## config.mk

```make
export PLATFORM = sky130hd
export DESIGN_NAME = tx_mtrp_word
export DESIGN_NICKNAME = d
export VERILOG_FILES = /design/src/rtl/tx_mtrp_word.sv
export SDC_FILE = /design/constraint.sdc
export NUM_CORES = 1
export LEC_CHECK = 0
export ABC_AREA = 1
export CORE_ASPECT_RATIO = 1.1
export CORE_UTILIZATION = 45
export DETAILED_ROUTE_END_ITERATION = 16
export GPL_TIMING_DRIVEN = 0
export PLACE_DENSITY = 0.74
export REMOVE_ABC_BUFFERS = 1
export SLEW_MARGIN = 20
export SYNTH_ARGS = -nofsm -noshare
export SYNTH_HDL_FRONTEND = slang
export SYNTH_SLANG_ARGS = --single-unit
```

## constraint.sdc

```tcl
create_clock -name clk -period 2.4 [get_ports clk]
set_clock_uncertainty 0.05 [all_clocks]
set_input_delay 0.48 -clock clk [delete_from_list [all_inputs] [get_ports clk]]
set_output_delay 0.48 -clock clk [all_outputs]
set_load 0.05 [all_outputs]
```

## src/rtl/tx_mtrp_word.sv

```systemverilog
// Bipolar return-to-zero word transmitter: serialises an NBIT word LSB first as
// half-bit TXP/TXN pulses plus a DAC line code. Optional feature macro: PARITY_EN.
module tx_mtrp_word #(
  parameter int NP   = 100,
  parameter int NBIT = 32,
  parameter int NGAP = 4,
  parameter int NS0  = 2048,
  parameter int AMP  = 1000
) (
  input  logic            clk,
  input  logic            res_n,
  input  logic            ce,
  input  logic [NBIT-1:0] dat,
  input  logic            st,
  output logic            TXP,
  output logic            TXN,
  output logic [11:0]     DAC,
  output logic            busy,
  output logic            done
);

  localparam int HALF = NP / 2;
  localparam int TW   = (NP > 1) ? $clog2(NP) : 1;
  localparam int BW   = $clog2(NBIT);
  localparam int GW   = $clog2(NGAP * NP);

  localparam logic [11:0] DAC_NULL = 12'(NS0);
  localparam logic [11:0] DAC_POS  = 12'(NS0 + AMP);
  localparam logic [11:0] DAC_NEG  = 12'(NS0 - AMP);

  typedef enum logic [1:0] {
    IDLE = 2'd0,
    SEND = 2'd1,
    GAP  = 2'd2
  } state_t;

  state_t          state, state_n;
  logic [NBIT-1:0] shift, shift_n;
  logic [TW-1:0]   tact,  tact_n;
  logic [BW-1:0]   nbit,  nbit_n;
  logic [GW-1:0]   gcnt,  gcnt_n;
  logic            txp_n, txn_n, busy_n, done_n;
  logic [11:0]     dac_n;
  logic [NBIT-1:0] load_word;

`ifdef PARITY_EN
  // Top bit carries odd parity so the transmitted word always has an odd number of 1s.
  assign load_word = {~^dat[NBIT-2:0], dat[NBIT-2:0]};
`else
  assign load_word = dat;
`endif

  always_comb begin
    // NOTE: every combinational output gets a default first so no path can infer a latch.
    state_n = state;
    shift_n = shift;
    tact_n  = tact;
    nbit_n  = nbit;
    gcnt_n  = gcnt;
    txp_n   = 1'b0;
    txn_n   = 1'b0;
    busy_n  = busy;
    done_n  = 1'b0;

    case (state)
      IDLE: begin
        if (st) begin
          state_n = SEND;
          shift_n = load_word;
          tact_n  = '0;
          nbit_n  = '0;
          busy_n  = 1'b1;
        end
      end
      SEND: begin
        if (tact < TW'(HALF)) begin
          txp_n = shift[0];
          txn_n = ~shift[0];
        end
        if (tact == TW'(NP - 1)) begin
          tact_n  = '0;
          shift_n = shift >> 1;
          if (nbit == BW'(NBIT - 1)) begin
            state_n = GAP;
            gcnt_n  = '0;
          end else begin
            nbit_n = nbit + 1'b1;
          end
        end else begin
          tact_n = tact + 1'b1;
        end
      end
      GAP: begin
        if (gcnt == GW'(NGAP * NP - 1)) begin
          state_n = IDLE;
          busy_n  = 1'b0;
          done_n  = 1'b1;
        end else begin
          gcnt_n = gcnt + 1'b1;
        end
      end
      default: state_n = IDLE;
    endcase

    dac_n = txp_n ? DAC_POS : (txn_n ? DAC_NEG : DAC_NULL);
  end

  // NOTE: sequential state uses non-blocking assignments so every register samples pre-edge values.
  always_ff @(posedge clk or negedge res_n) begin
    if (!res_n) begin
      state <= IDLE;
      shift <= '0;
      tact  <= '0;
      nbit  <= '0;
      gcnt  <= '0;
      TXP   <= 1'b0;
      TXN   <= 1'b0;
      DAC   <= DAC_NULL;
      busy  <= 1'b0;
      done  <= 1'b0;
    end else if (ce) begin
      state <= state_n;
      shift <= shift_n;
      tact  <= tact_n;
      nbit  <= nbit_n;
      gcnt  <= gcnt_n;
      TXP   <= txp_n;
      TXN   <= txn_n;
      DAC   <= dac_n;
      busy  <= busy_n;
      done  <= done_n;
    end
  end

endmodule
```

Word level (Yosys, flattened, before mapping)
Index checks and enable logic that the tools add are counted.

Input bits: 36. Logic and storage cells: 66. Flip-flop bits (word level): 71.

Bitwise gates (word level): 1. Magnitude comparators: 1. $add $sub $neg: 3. Eq/ne operators: 11. Reductions and logical operators: 10. Mux-type cells: 30.

Operators by type and width (count): two-way mux 32 bit (2); one-hot mux 32 bit (2 select lines) (1); two-way mux 9 bit (3); two-way mux 12 bit (2); one-hot mux 9 bit (2 select lines) (1); two-way mux 5 bit (3); AND reduction 5 bit (3); two-way mux 7 bit (2); one-hot mux 7 bit (2 select lines) (1); != test 2 bit, second input constant (6); one-hot mux 5 bit (2 select lines) (1); adder 9 x 1 -> 9 bit, second input constant (1); == test 9 bit, second input constant (1); two-way mux 1 bit (8); two-way mux 2 bit (4); AND reduction 4 bit (2); adder 7 x 1 -> 7 bit, second input constant (1); == test 7 bit, second input constant (1); less-than comparator 7 x 6 -> 1 bit, second input constant (1); one-hot mux 2 bit (3 select lines) (1); nonzero test 2 bit (3); adder 5 x 1 -> 5 bit, second input constant (1); == test 5 bit, second input constant (1); AND reduction 3 bit (1); other kinds (5) (5).

Logic depth before layout (Yosys ltp)
Gate-level depths: netlist of the first run.

Word-level depth: 5. Mapped depth: 10. Depth with buffers taken out: 9.

Worst setup path before layout of the first run
OpenSTA, ideal clock, no wires.

Kind: reg-to-reg. From: register nbit[0]. To: register gcnt[3]. Library setup time: 0.117 ns. Slack: 0.709 ns. Data arrival time: 1.524 ns. Stages on the path, launching flop included: 10. Data required time: 2.233 ns. Path through: dfrtp_1 -> ha_1 -> nand2_1 -> nor2_1 -> ha_1 -> o21ai_0 -> a21oi_4 -> buf_4 -> nand3b_1 -> nand2_1.

Word-level cells in the longest chain between the ends: 3.

Ends and longest elaborated chain: start: declaration (line 40) `logic [BW-1:0] nbit, nbit_n;`; start signal: assignment (line 125) `nbit <= nbit_n;`; == test 5 bit (line 83) `if (nbit == BW'(NBIT - 1)) begin`; != test 2 bit (no source line); AND reduction 5 bit (no source line); end signal: assignment (line 126) `gcnt <= gcnt_n;`; end: declaration (line 41) `logic [GW-1:0] gcnt, gcnt_n;`.

Every way passes these cells. A chain may end at the register's enable or synchronous reset.

Worst setup path after layout of the first run
From: register DAC[11]. To: output port DAC[11].

RTL lines: start: declaration (line 17) `output logic [11:0] DAC,`; start signal: assignment (line 129) `DAC <= dac_n;`.

No word-level cell between the ends.

==> impl_metrics.csv, run 1 <==
group,metric,value,unit
worst_hold_path,hp-class,"reg2reg",
final_layout,drive_above_1_share,8.57,%
sta,final_cycle_utilization_of_the_critical_path,92.4,%
routing,drt-wirelength-per-cell,12.5,um
critical_path,start_kind,"flip-flop",
power,total_leakage_power,2.00,nW
sta,fmax,451,MHz
critical_path,critical-path-slowest-cell,"sky130_fd_sc_hd__clkdlybuf4s50_1",
sta,rsz_0062_raised_after_global_routing,"false",
floorplanning,rows,32,
critical_path,timing.critical_path.slowest_cell_delay,810,ps
grt,grt_resource_usage_total,18.1,%
place,place_area,3710,um^2
floorplanning,ios,52,
grt,grt_overflow_total,0,
final_layout,flow.area_growth_from_synthesis,20.6,%
grt,grt_max_degree,67,
floorplanning,coreArea,7010,um^2
critical_path,crit_path_cell_trace,"clkdlybuf4s50_1",
routing,detail_route.iter0.violations,144,
critical_path,critical-path-top-delay-family,"buffers and inverters",
floorplanning,floorplan.initialDensity,46.5,%
critical_path,crit-reg2reg-launch,"state[1]$_DFFE_PN0P_",
power,power.density,1070,nW/um^2
logic_synthesis,synthesis_warnings,0,
critical_path,crit_path_launch,"DAC[11]$_DFFE_PN1P_",
grt,initial_antenna_violation_count,0,
floorplanning,die_x,83.1,um
sta,final-hold-violation-count,0,
floorplanning,die_area,7580,um^2
logic_synthesis,synth.top_cells.by_area,"sky130_fd_sc_hd__dfrtp_1 47%, sky130_fd_sc_hd__nand2_1 13%, sky130_fd_sc_hd__mux2i_1 9.5%",
clocking,htreeDepth,3,
clocking,tritoncts_clock_tree,"yes",
critical_path,critical_path_buf_inv_count,1,
logic_synthesis,synthesis.instances,374,
power,worst_vdd_drop,0.000918,V
critical_path,crit_arrival,1690,ps
logic_synthesis,synth_area_leader_cell,"sky130_fd_sc_hd__dfrtp_1",
final_layout,utilization,56.1,%
power,p_sw_share,40.4,%
place,detailedPlacementHpwl,4250,um
routing,totalWireLength,6290,um
clocking,root_buffer_cell,"sky130_fd_sc_hd__clkbuf_8",
final_layout,final_cell_area,3930,um^2
clocking,cts_setup_buffers,0,
logic_synthesis,synthTopCellsByCount,"116 x sky130_fd_sc_hd__nand2_1, 61 x sky130_fd_sc_hd__dfrtp_1, 31 x sky130_fd_sc_hd__mux2i_1",
sta,worst_slew_margin_rel,65.2,%
final_layout,nets,455,
logic_synthesis,synth.yosys.seq_area_share,47.7,%
clocking,cts_buffer_depth,2,
routing,vias,2548,
grt,grt_pass1_wl,11000,um
power,p_clk_share,21.7,%
routing,via_per_inst,5.05,
sta,report.final.slew_viol_count,0,
final_layout,antennaDiodeCount,0,
power,p_int,0.00250,W
clocking,number_of_cts_inserted_buffers,9,
logic_synthesis,async_flop_share,100,%
floorplanning,chipHeight,91.2,um
power,switchingPower,0.00169,W
critical_path,critPathMaxFanout,2,
clocking,path_clk_slew,70,ps
routing,drtAntennaViolNets,0,
sta,final_critical_path_time_including_i_o_delays_and_setup,2220,ps
logic_synthesis,synthDominantCellAreaShare,46.9,%
grt,number_of_global_route_vias_before_repair,2444,
logic_synthesis,postSynth.topFlopCell,"sky130_fd_sc_hd__dfrtp_1",
routing,drt_first_pass_iters,4,
routing,route.detailed.drc,0,
logic_synthesis,synth_edf_count,0,
sta,final.setup.tns,0,ps
worst_hold_path,min-delay-start,"shift[26]$_DFFE_PN0P_",
outcome,status,"complete, no violations",
sta,max_slew.worst_pin.slew,520,ps
logic_synthesis,postSynthRegisterBits,62,
logic_synthesis,post_synth.cell_area_avg,8.71,um^2
logic_synthesis,synthMostInstantiatedCell,"sky130_fd_sc_hd__nand2_1",
clocking,clk_sinks,62,
place,gp_routability_congestion,0.852,
logic_synthesis,syn_area,3260,um^2
clocking,clk_latency,350,ps
place,portBuffers,48,
critical_path,critPathRequiredTime,1870,ps
flow_run,max_cap_viol,0,
critical_path,timing.setup.critical_path_class,"reg2out",
power,seq_pwr_share,39.3,%
sta,timing.final.setup_violations,0,
logic_synthesis,synth_cell_types,33,
power,combinational_power_share,39.0,%
critical_path,end_kind,"output port",
## power by group through the flow
stage	clock network, W	logic, W	registers, W
finish	0.000909	0.00163	0.00165
global route	0.000973	0.00183	0.00169
CTS	0.000929	0.00165	0.00164
detailed placement	0	0.00163	0.00165
global placement	0	0.00158	0.00164
floorplan	0	0.000997	0.00181
## area by class of cell
| class | instances | area, um^2 |
|---|---|---|
| Inverter | 29 | 109 |
| Clock buffer | 11 | 131 |
| Tap cell | 85 | 106 |
| Timing Repair Buffer | 50 | 508 |
| Clock inverter | 5 | 58.8 |
| Sequential cell | 62 | 1550 |
| Multi-Input combinational cell | 263 | 1460 |
| Fill cell | 617 | 3080 |
## path summary, 6_finish.rpt
path | end | slack [ps] | depth (start not counted)
max | DAC[11] | 180 | 1
min | shift[26]$_DFFE_PN0P_ | 430 | 2
max reg2reg | gcnt[2]$_DFFE_PN0P_ | 270 | 7
min reg2reg | shift[26]$_DFFE_PN0P_ | 430 | 2
max in group asynchronous | DAC[11]$_DFFE_PN1P_ | 1210 | 3
min in group asynchronous | gcnt[8]$_DFFE_PN0P_ | 520 | 2
## sequential cells by signal, indices dropped and copies added (netlist names)
name	count
shift	32
gcnt	9
tact	7
nbit	5
DAC	4
state	2
TXN	1
busy	1
done	1
## placed cells by master, fill, tap and decap left out, types with 3 or more instances in the layout
cell type,n
sky130_fd_sc_hd__nand2_1,116
sky130_fd_sc_hd__dfrtp_1,61
sky130_fd_sc_hd__clkdlybuf4s50_1,47
sky130_fd_sc_hd__mux2i_1,31
sky130_fd_sc_hd__o21ai_1,27
sky130_fd_sc_hd__inv_1,25
sky130_fd_sc_hd__nand3_1,23
sky130_fd_sc_hd__nor2_1,16
sky130_fd_sc_hd__o21ai_0,11
sky130_fd_sc_hd__clkbuf_8,9
sky130_fd_sc_hd__nand4_1,7
sky130_fd_sc_hd__o21ai_2,6
sky130_fd_sc_hd__ha_1,4
sky130_fd_sc_hd__inv_2,3
sky130_fd_sc_hd__xor2_1,3
sky130_fd_sc_hd__conb_1,3
## cells by family after synthesis
| kind of cell | Yosys count | synth area share [%] |
|---|---|---|
| AOI/OAI and AO/OA | 49 | 8.80 |
| and+or+nand+nor | 172 | 22.9 |
| muxes | 31 | 9.53 |
| buffers and inverters | 51 | 8.34 |
| adders and majority gates | 4 | 1.54 |
| DFF | 62 | 47.7 |
| xor gates and xnor gates | 4 | 1.08 |
| other | 1 | 0.115 |
## per-stage QoR
| step | std cells | hold WS, ps | total power [W] | setup WS, ps |
|---|---|---|---|---|
| 3_3_place_gp | 487 | 415 | 0.00321 | -1280 |
| 5_1_grt | 505 | 463 | 0.00449 | 91.5 |
| 3_5_place_dp | 488 | 353 | 0.00328 | -12.8 |
| 4_1_cts | 505 | 435 | 0.00421 | 38.1 |
| 2_1_floorplan | 354 | 134 | 0.00280 | -219 |
| 6_report | 505 | 431 | 0.00419 | 182 |
## layer usage
metal	global-route usage (%)	vias to the layer above	share of wire, %
met5	0	-	0
met4	8.05	0	1.9
met3	4.91	12	5.4
met2	28.3	55	45
met1	23.6	1185	47
li1	-	1296	-
## worst reg2reg max path, stage by stage (launching register included)
cell	delay [ps]
sky130_fd_sc_hd__dfrtp_1	440
sky130_fd_sc_hd__inv_2	130
sky130_fd_sc_hd__nand2_8	290
sky130_fd_sc_hd__inv_2	220
sky130_fd_sc_hd__a21oi_4	400
sky130_fd_sc_hd__nand2_1	310
sky130_fd_sc_hd__nand2_1	130
sky130_fd_sc_hd__nand2_1	60
## timing repair
| action | CTS | global route |
|---|---|---|
| hold buffers | 1 | 0 |
| hold endpoints to repair | 22 | 0 |
| setup endpoints to repair | 28 | 42 |
| resized for setup | 1 | 1 |
| pin swaps | 0 | 0 |
Note: power is estimated with default switching activity, not from simulation.
==> run 2: changes to the inputs <==
- CTS_BUF_LIST: default -> sky130_fd_sc_hd__clkbuf_8
==> run 2 against run 1 <==
Compared with the run above: via count shrank 0.16%; critical path depth unchanged; routed wire length down 0.22%; critical path type unchanged; register-to-register slack hardly changed; sequential power about the same; cell count unchanged.
==> impl_metrics.csv, run 2 (synthesized netlist as in run 1, its figures left out) <==
group,metric,value,unit
outcome,status,"complete, no violations",
critical_path,critical_path_depth,1,
sta,worst_slew_margin_rel,65.2,%
critical_path,crit_arrival,1690,ps
critical_path,critical-path-top-delay-family,"buffers and inverters",
sta,max_slew.worst_pin.slew,521,ps
sta,timing.final.setup_violations,0,
critical_path,critPathMaxFanout,2,
final_layout,regMostFlops,"shift",
floorplanning,die_x,83.1,um
critical_path,worstRegToRegCells,7,
clocking,clk_latency,350,ps
final_layout,final_cell_area,3930,um^2
routing,detail_route.iter0.violations,143,
sta,timing.hold.ws,431,ps
critical_path,timing.critical_path.slowest_cell_delay,820,ps
clocking,cts_setup_buffers,0,
place,detailedPlacementHpwl,4250,um
routing,route.detailed.drc,0,
floorplanning,chipHeight,91.2,um
place,gp_routability_congestion,0.852,
final_layout,mostFrequentLayoutCell,"sky130_fd_sc_hd__nand2_1",
routing,totalWireLength,6280,um
sta,fmax,451,MHz
final_layout,largest_register_ffs,32,
clocking,tritoncts_clock_tree,"yes",
routing,drt_first_pass_iters,4,
critical_path,end_kind,"output port",
clocking,path_clk_slew,70,ps
routing,drtAntennaViolNets,0,
power,worst_vdd_drop,0.000918,V
critical_path,crit_path_cell_trace,"clkdlybuf4s50_1",
routing,via_per_inst,5.04,
final_layout,drive_above_1_share,8.57,%
grt,grt_max_degree,67,
clocking,root_buffer_cell,"sky130_fd_sc_hd__clkbuf_8",
critical_path,critPathRequiredTime,1870,ps
floorplanning,rows,32,
sta,report.final.slew_viol_count,0,
flow_run,max_cap_viol,0,
routing,vias,2544,
place,place_area,3710,um^2
clocking,htreeDepth,3,
critical_path,timing.setup.critical_path_class,"reg2out",
floorplanning,floorplan.initialDensity,46.5,%
grt,initial_antenna_violation_count,0,
sta,final-hold-violation-count,0,
critical_path,critical-path-slowest-cell,"sky130_fd_sc_hd__clkdlybuf4s50_1",
place,portBuffers,48,
power,total_leakage_power,2.01,nW
critical_path,critical_path_buf_inv_count,1,
final_layout,nets,455,
worst_hold_path,hp-class,"reg2reg",
sta,rsz_0062_raised_after_global_routing,"false",
floorplanning,coreArea,7010,um^2
final_layout,most_frequent_cells_in_the_layout,"116 x sky130_fd_sc_hd__nand2_1, 61 x sky130_fd_sc_hd__dfrtp_1, 47 x sky130_fd_sc_hd__clkdlybuf4s50_1, 31 x sky130_fd_sc_hd__mux2i_1",
clocking,clk_sinks,62,
worst_hold_path,worstHoldPathCells,2,
grt,grt_resource_usage_total,18.1,%
sta,final_critical_path_time_including_i_o_delays_and_setup,2220,ps
floorplanning,ios,52,
clocking,cts_buffer_depth,2,
final_layout,layout_top_registers,"shift: 32 flops, gcnt: 9 flops, tact: 7 flops",
power,p_total,0.00418,W
sta,setup_slack,182,ps
grt,number_of_global_route_vias_before_repair,2444,
floorplanning,die_area,7580,um^2
power,power.density,1060,nW/um^2
final_layout,utilization,56.1,%
clocking,number_of_cts_inserted_buffers,9,
place,dpl_worst_slack,-12.8,ps
final_layout,flow.area_growth_from_synthesis,20.6,%
grt,grt_pass1_wl,11000,um
final_layout,antennaDiodeCount,0,
critical_path,start_kind,"flip-flop",
sta,final_cycle_utilization_of_the_critical_path,92.4,%
grt,grt_overflow_total,0,
routing,drt-wirelength-per-cell,12.4,um
[run 2: cell types whose count changed in the layout (fill, tap and decap cells not counted), sizes merged]
cell,delta
clkbuf,-2
inv,+2
[run 2: path summary, 6_finish.rpt]
| path | from | to | slack (ps) |
|---|---|---|---|
| max reg2reg | state[1]$_DFFE_PN0P_ | gcnt[2]$_DFFE_PN0P_ | 280 |
| min | shift[26]$_DFFE_PN0P_ | shift[26]$_DFFE_PN0P_ | 430 |
| min reg2reg | shift[26]$_DFFE_PN0P_ | shift[26]$_DFFE_PN0P_ | 430 |
| min in group asynchronous | res_n | gcnt[8]$_DFFE_PN0P_ | 520 |
| max in group asynchronous | res_n | DAC[11]$_DFFE_PN1P_ | 1210 |
| max | DAC[11]$_DFFE_PN1P_ | DAC[11] | 180 |
[run 2: repair_timing]
item / CTS / global route
endpoints found under the hold margin: 22 / 0
gates resized for setup: 1 / 1
endpoints found under the setup margin: 28 / 42
hold buffers: 1 / 0
[run 2: final cells by class]
class / instances / area [um^2]
flip-flops and latches: 62 / 1550
well taps: 85 / 106
fillers: 617 / 3080
repair buffers: 50 / 508
clock inverters: 7 / 66.3
inverters: 29 / 109
multi-input cells: 263 / 1460
clock buffers: 9 / 124
[run 2: worst register-to-register path, delay by kind of cell, from the launching register on]
kind / cells / cell delay [ps]
flops: 1 / 440
simple gates: 4 / 780
compound gates: 1 / 400
buf+inv: 2 / 350
[run 2: metal layers]
layer / vias up / global-route usage (%) / part of all wire (%)
li1: 1295 / - / -
met1: 1184 / 23.6 / 47
met2: 53 / 28.3 / 45
met3: 12 / 4.91 / 5.4
met4: 0 / 8.05 / 1.9
met5: - / 0 / 0
[run 2: power by group]
group,internal (W),switching (W)
combinational,0.000615,0.00102
sequential,0.00140,0.000248
clock,0.000473,0.000428
[run 2: through the flow]
step,cells,TNS [ps]
floorplan,354,-1360
global placement,487,-89050
detailed placement,488,-18.8
CTS,505,0
global route,505,0
finish,505,0
==> run 3: changes to the inputs <==
- ABC_CLOCK_PERIOD_IN_PS: default -> 2400
- CORE_UTILIZATION: 45 -> 56
- GPL_ROUTABILITY_DRIVEN: default -> 0
- PLACE_DENSITY: 0.74 -> 0.88
==> run 3 against run 2 <==
Compared with the run above: highest routed layer unchanged; sequential cell count stayed put; via count grew 0.83%; critical endpoint unchanged; maximum frequency rose by 0.73%; cell count is 2.0% lower; sequential power hardly changed; largest power group unchanged; non-clock buffer count did not move; clock power rose by 2%.
==> impl_metrics.csv, run 3 (synthesized netlist as in run 1, its figures left out) <==
group,metric,value,unit
critical_path,critPathMaxFanout,2,
final_layout,regMostFlops,"shift",
sta,timing.hold.ws,436,ps
final_layout,utilization,71.3,%
sta,report.final.slew_viol_count,0,
critical_path,crit-reg2reg-launch,"state[1]$_DFFE_PN0P_",
sta,fmax,454,MHz
clocking,clk_latency,340,ps
clocking,clk_sinks,62,
place,portBuffers,48,
place,detailedPlacementHpwl,4410,um
routing,via_per_inst,5.18,
worst_hold_path,worstHoldPathCells,2,
critical_path,critical_path_buf_inv_count,1,
critical_path,end_kind,"output port",
place,place_area,3690,um^2
critical_path,critPathRequiredTime,1870,ps
outcome,status,"complete, no violations",
clocking,path_clk_slew,70,ps
critical_path,timing.setup.critical_path_class,"reg2out",
worst_hold_path,hp-class,"reg2reg",
final_layout,most_frequent_cells_in_the_layout,"116 x sky130_fd_sc_hd__nand2_1, 61 x sky130_fd_sc_hd__dfrtp_1, 47 x sky130_fd_sc_hd__clkdlybuf4s50_1, 31 x sky130_fd_sc_hd__mux2i_1, 27 x sky130_fd_sc_hd__o21ai_1",
clocking,number_of_cts_inserted_buffers,9,
sta,timing.final.setup_violations,0,
power,total_leakage_power,2.01,nW
clocking,tritoncts_clock_tree,"yes",
power,power.density,1070,nW/um^2
clocking,cts_setup_buffers,0,
sta,final_cycle_utilization_of_the_critical_path,91.8,%
grt,grt_max_degree,67,
clocking,cts_buffer_depth,2,
grt,initial_antenna_violation_count,0,
final_layout,layout_top_registers,"shift: 32 flops, gcnt: 9 flops, tact: 7 flops",
final_layout,flow.area_growth_from_synthesis,20.5,%
grt,grt_resource_usage_total,23.2,%
floorplanning,floorplan.initialDensity,59.2,%
grt,number_of_global_route_vias_before_repair,2391,
final_layout,largest_register_ffs,32,
sta,max_slew.worst_pin.slew,519,ps
critical_path,timing.critical_path.slowest_cell_delay,810,ps
floorplanning,coreArea,5500,um^2
critical_path,crit_arrival,1670,ps
routing,drt-wirelength-per-cell,13.0,um
place,dpl_worst_slack,-336,ps
sta,worst_slew_margin_rel,65.3,%
flow_run,max_cap_viol,0,
floorplanning,die_x,74.7,um
final_layout,nets,455,
grt,grt_pass1_wl,10700,um
critical_path,timing.rr.end,"gcnt[0]$_DFFE_PN0P_",
sta,rsz_0062_raised_after_global_routing,"false",
critical_path,critical-path-top-delay-family,"buffers and inverters",
final_layout,antennaDiodeCount,0,
final_layout,drive_above_1_share,9.05,%
sta,final_critical_path_time_including_i_o_delays_and_setup,2200,ps
grt,grt_overflow_total,0,
power,worst_vdd_drop,0.000724,V
sta,setup_slack,198,ps
routing,vias,2565,
critical_path,worstRegToRegCells,7,
final_layout,mostFrequentLayoutCell,"sky130_fd_sc_hd__nand2_1",
worst_hold_path,min-delay-start,"shift[24]$_DFFE_PN0P_",
final_layout,final_cell_area,3920,um^2
floorplanning,die_area,6130,um^2
clocking,root_buffer_cell,"sky130_fd_sc_hd__clkbuf_8",
floorplanning,rows,28,
routing,detail_route.iter0.violations,115,
sta,final-hold-violation-count,0,
routing,route.detailed.drc,0,
routing,drtAntennaViolNets,0,
critical_path,crit_path_cell_trace,"clkdlybuf4s50_1",
critical_path,start_kind,"flip-flop",
critical_path,critical-path-slowest-cell,"sky130_fd_sc_hd__clkdlybuf4s50_1",
floorplanning,ios,52,
floorplanning,chipHeight,82.0,um
routing,drt_first_pass_iters,5,
routing,totalWireLength,6440,um
worst_hold_path,worst_hold_path.endpoint,"shift[24]$_DFFE_PN0P_",
clocking,htreeDepth,3,
critical_path,reg2reg_setup_slack,270,ps
power,p_total,0.00421,W
-- run 3: cell count changes in the layout (fill, tap and decap cells not counted) --
cell,delta
sky130_fd_sc_hd__clkinv_2,+1
sky130_fd_sc_hd__clkinv_4,+2
sky130_fd_sc_hd__clkinvlp_4,-1
sky130_fd_sc_hd__inv_1,-2
-- run 3: final cells by class --
cell class / count / area, um^2
clock buffer: 9 / 124
clock inverter: 7 / 73.8
fill: 398 / 1580
inverter: 29 / 109
multi-input combinational: 263 / 1460
sequential: 62 / 1550
tap: 75 / 93.8
timing repair buffer: 50 / 508
-- run 3: timing repair --
action                                 4_1_cts  5_1_grt
resized for setup                            2        1
setup endpoints to repair                   35       20
pin swaps                                    0        0
hold buffers                                 1        0
endpoints found under the hold margin       20        0
-- run 3: where the power goes --
group | internal [W] | leakage (nW) | switching (W) | total (W)
sequential | 0.00140 | 0.802 | 0.000249 | 0.00165
combinational | 0.000615 | 1.11 | 0.00103 | 0.00165
clock | 0.000482 | 0.0996 | 0.000436 | 0.000918
-- run 3: per-stage QoR --
step / TNS, ps / std cells
2_1_floorplan: -1360 / 354
3_3_place_gp: -82270 / 477
3_5_place_dp: -10770 / 478
4_1_cts: 0 / 495
5_1_grt: 0 / 495
6_report: 0 / 495
-- run 3: worst max path at each step --
stage / startpoint / endpoint / slack [ps] / cells after the start
3_5_place_dp: state[1]$_DFFE_PN0P_ / shift[20]$_DFFE_PN0P_ / -340 / 7
6_report: DAC[11]$_DFFE_PN1P_ / DAC[11] / 200 / 1
5_1_grt: nbit[0]$_DFFE_PN0P_ / gcnt[0]$_DFFE_PN0P_ / 130 / 9
2_1_floorplan: DAC[9]$_DFFE_PN0P_ / DAC[5] / -220 / 0
4_1_cts: state[1]$_DFFE_PN0P_ / gcnt[0]$_DFFE_PN0P_ / 80 / 7
3_3_place_gp: res_n / shift[16]$_DFFE_PN0P_ / -1190 / 1
-- run 3: layer usage --
layer | global-route usage (%) | wire, um
met5 | 0 | 0
met1 | 29.6 | 2940
met4 | 9.06 | 96
met2 | 38.0 | 3140
met3 | 5.28 | 260
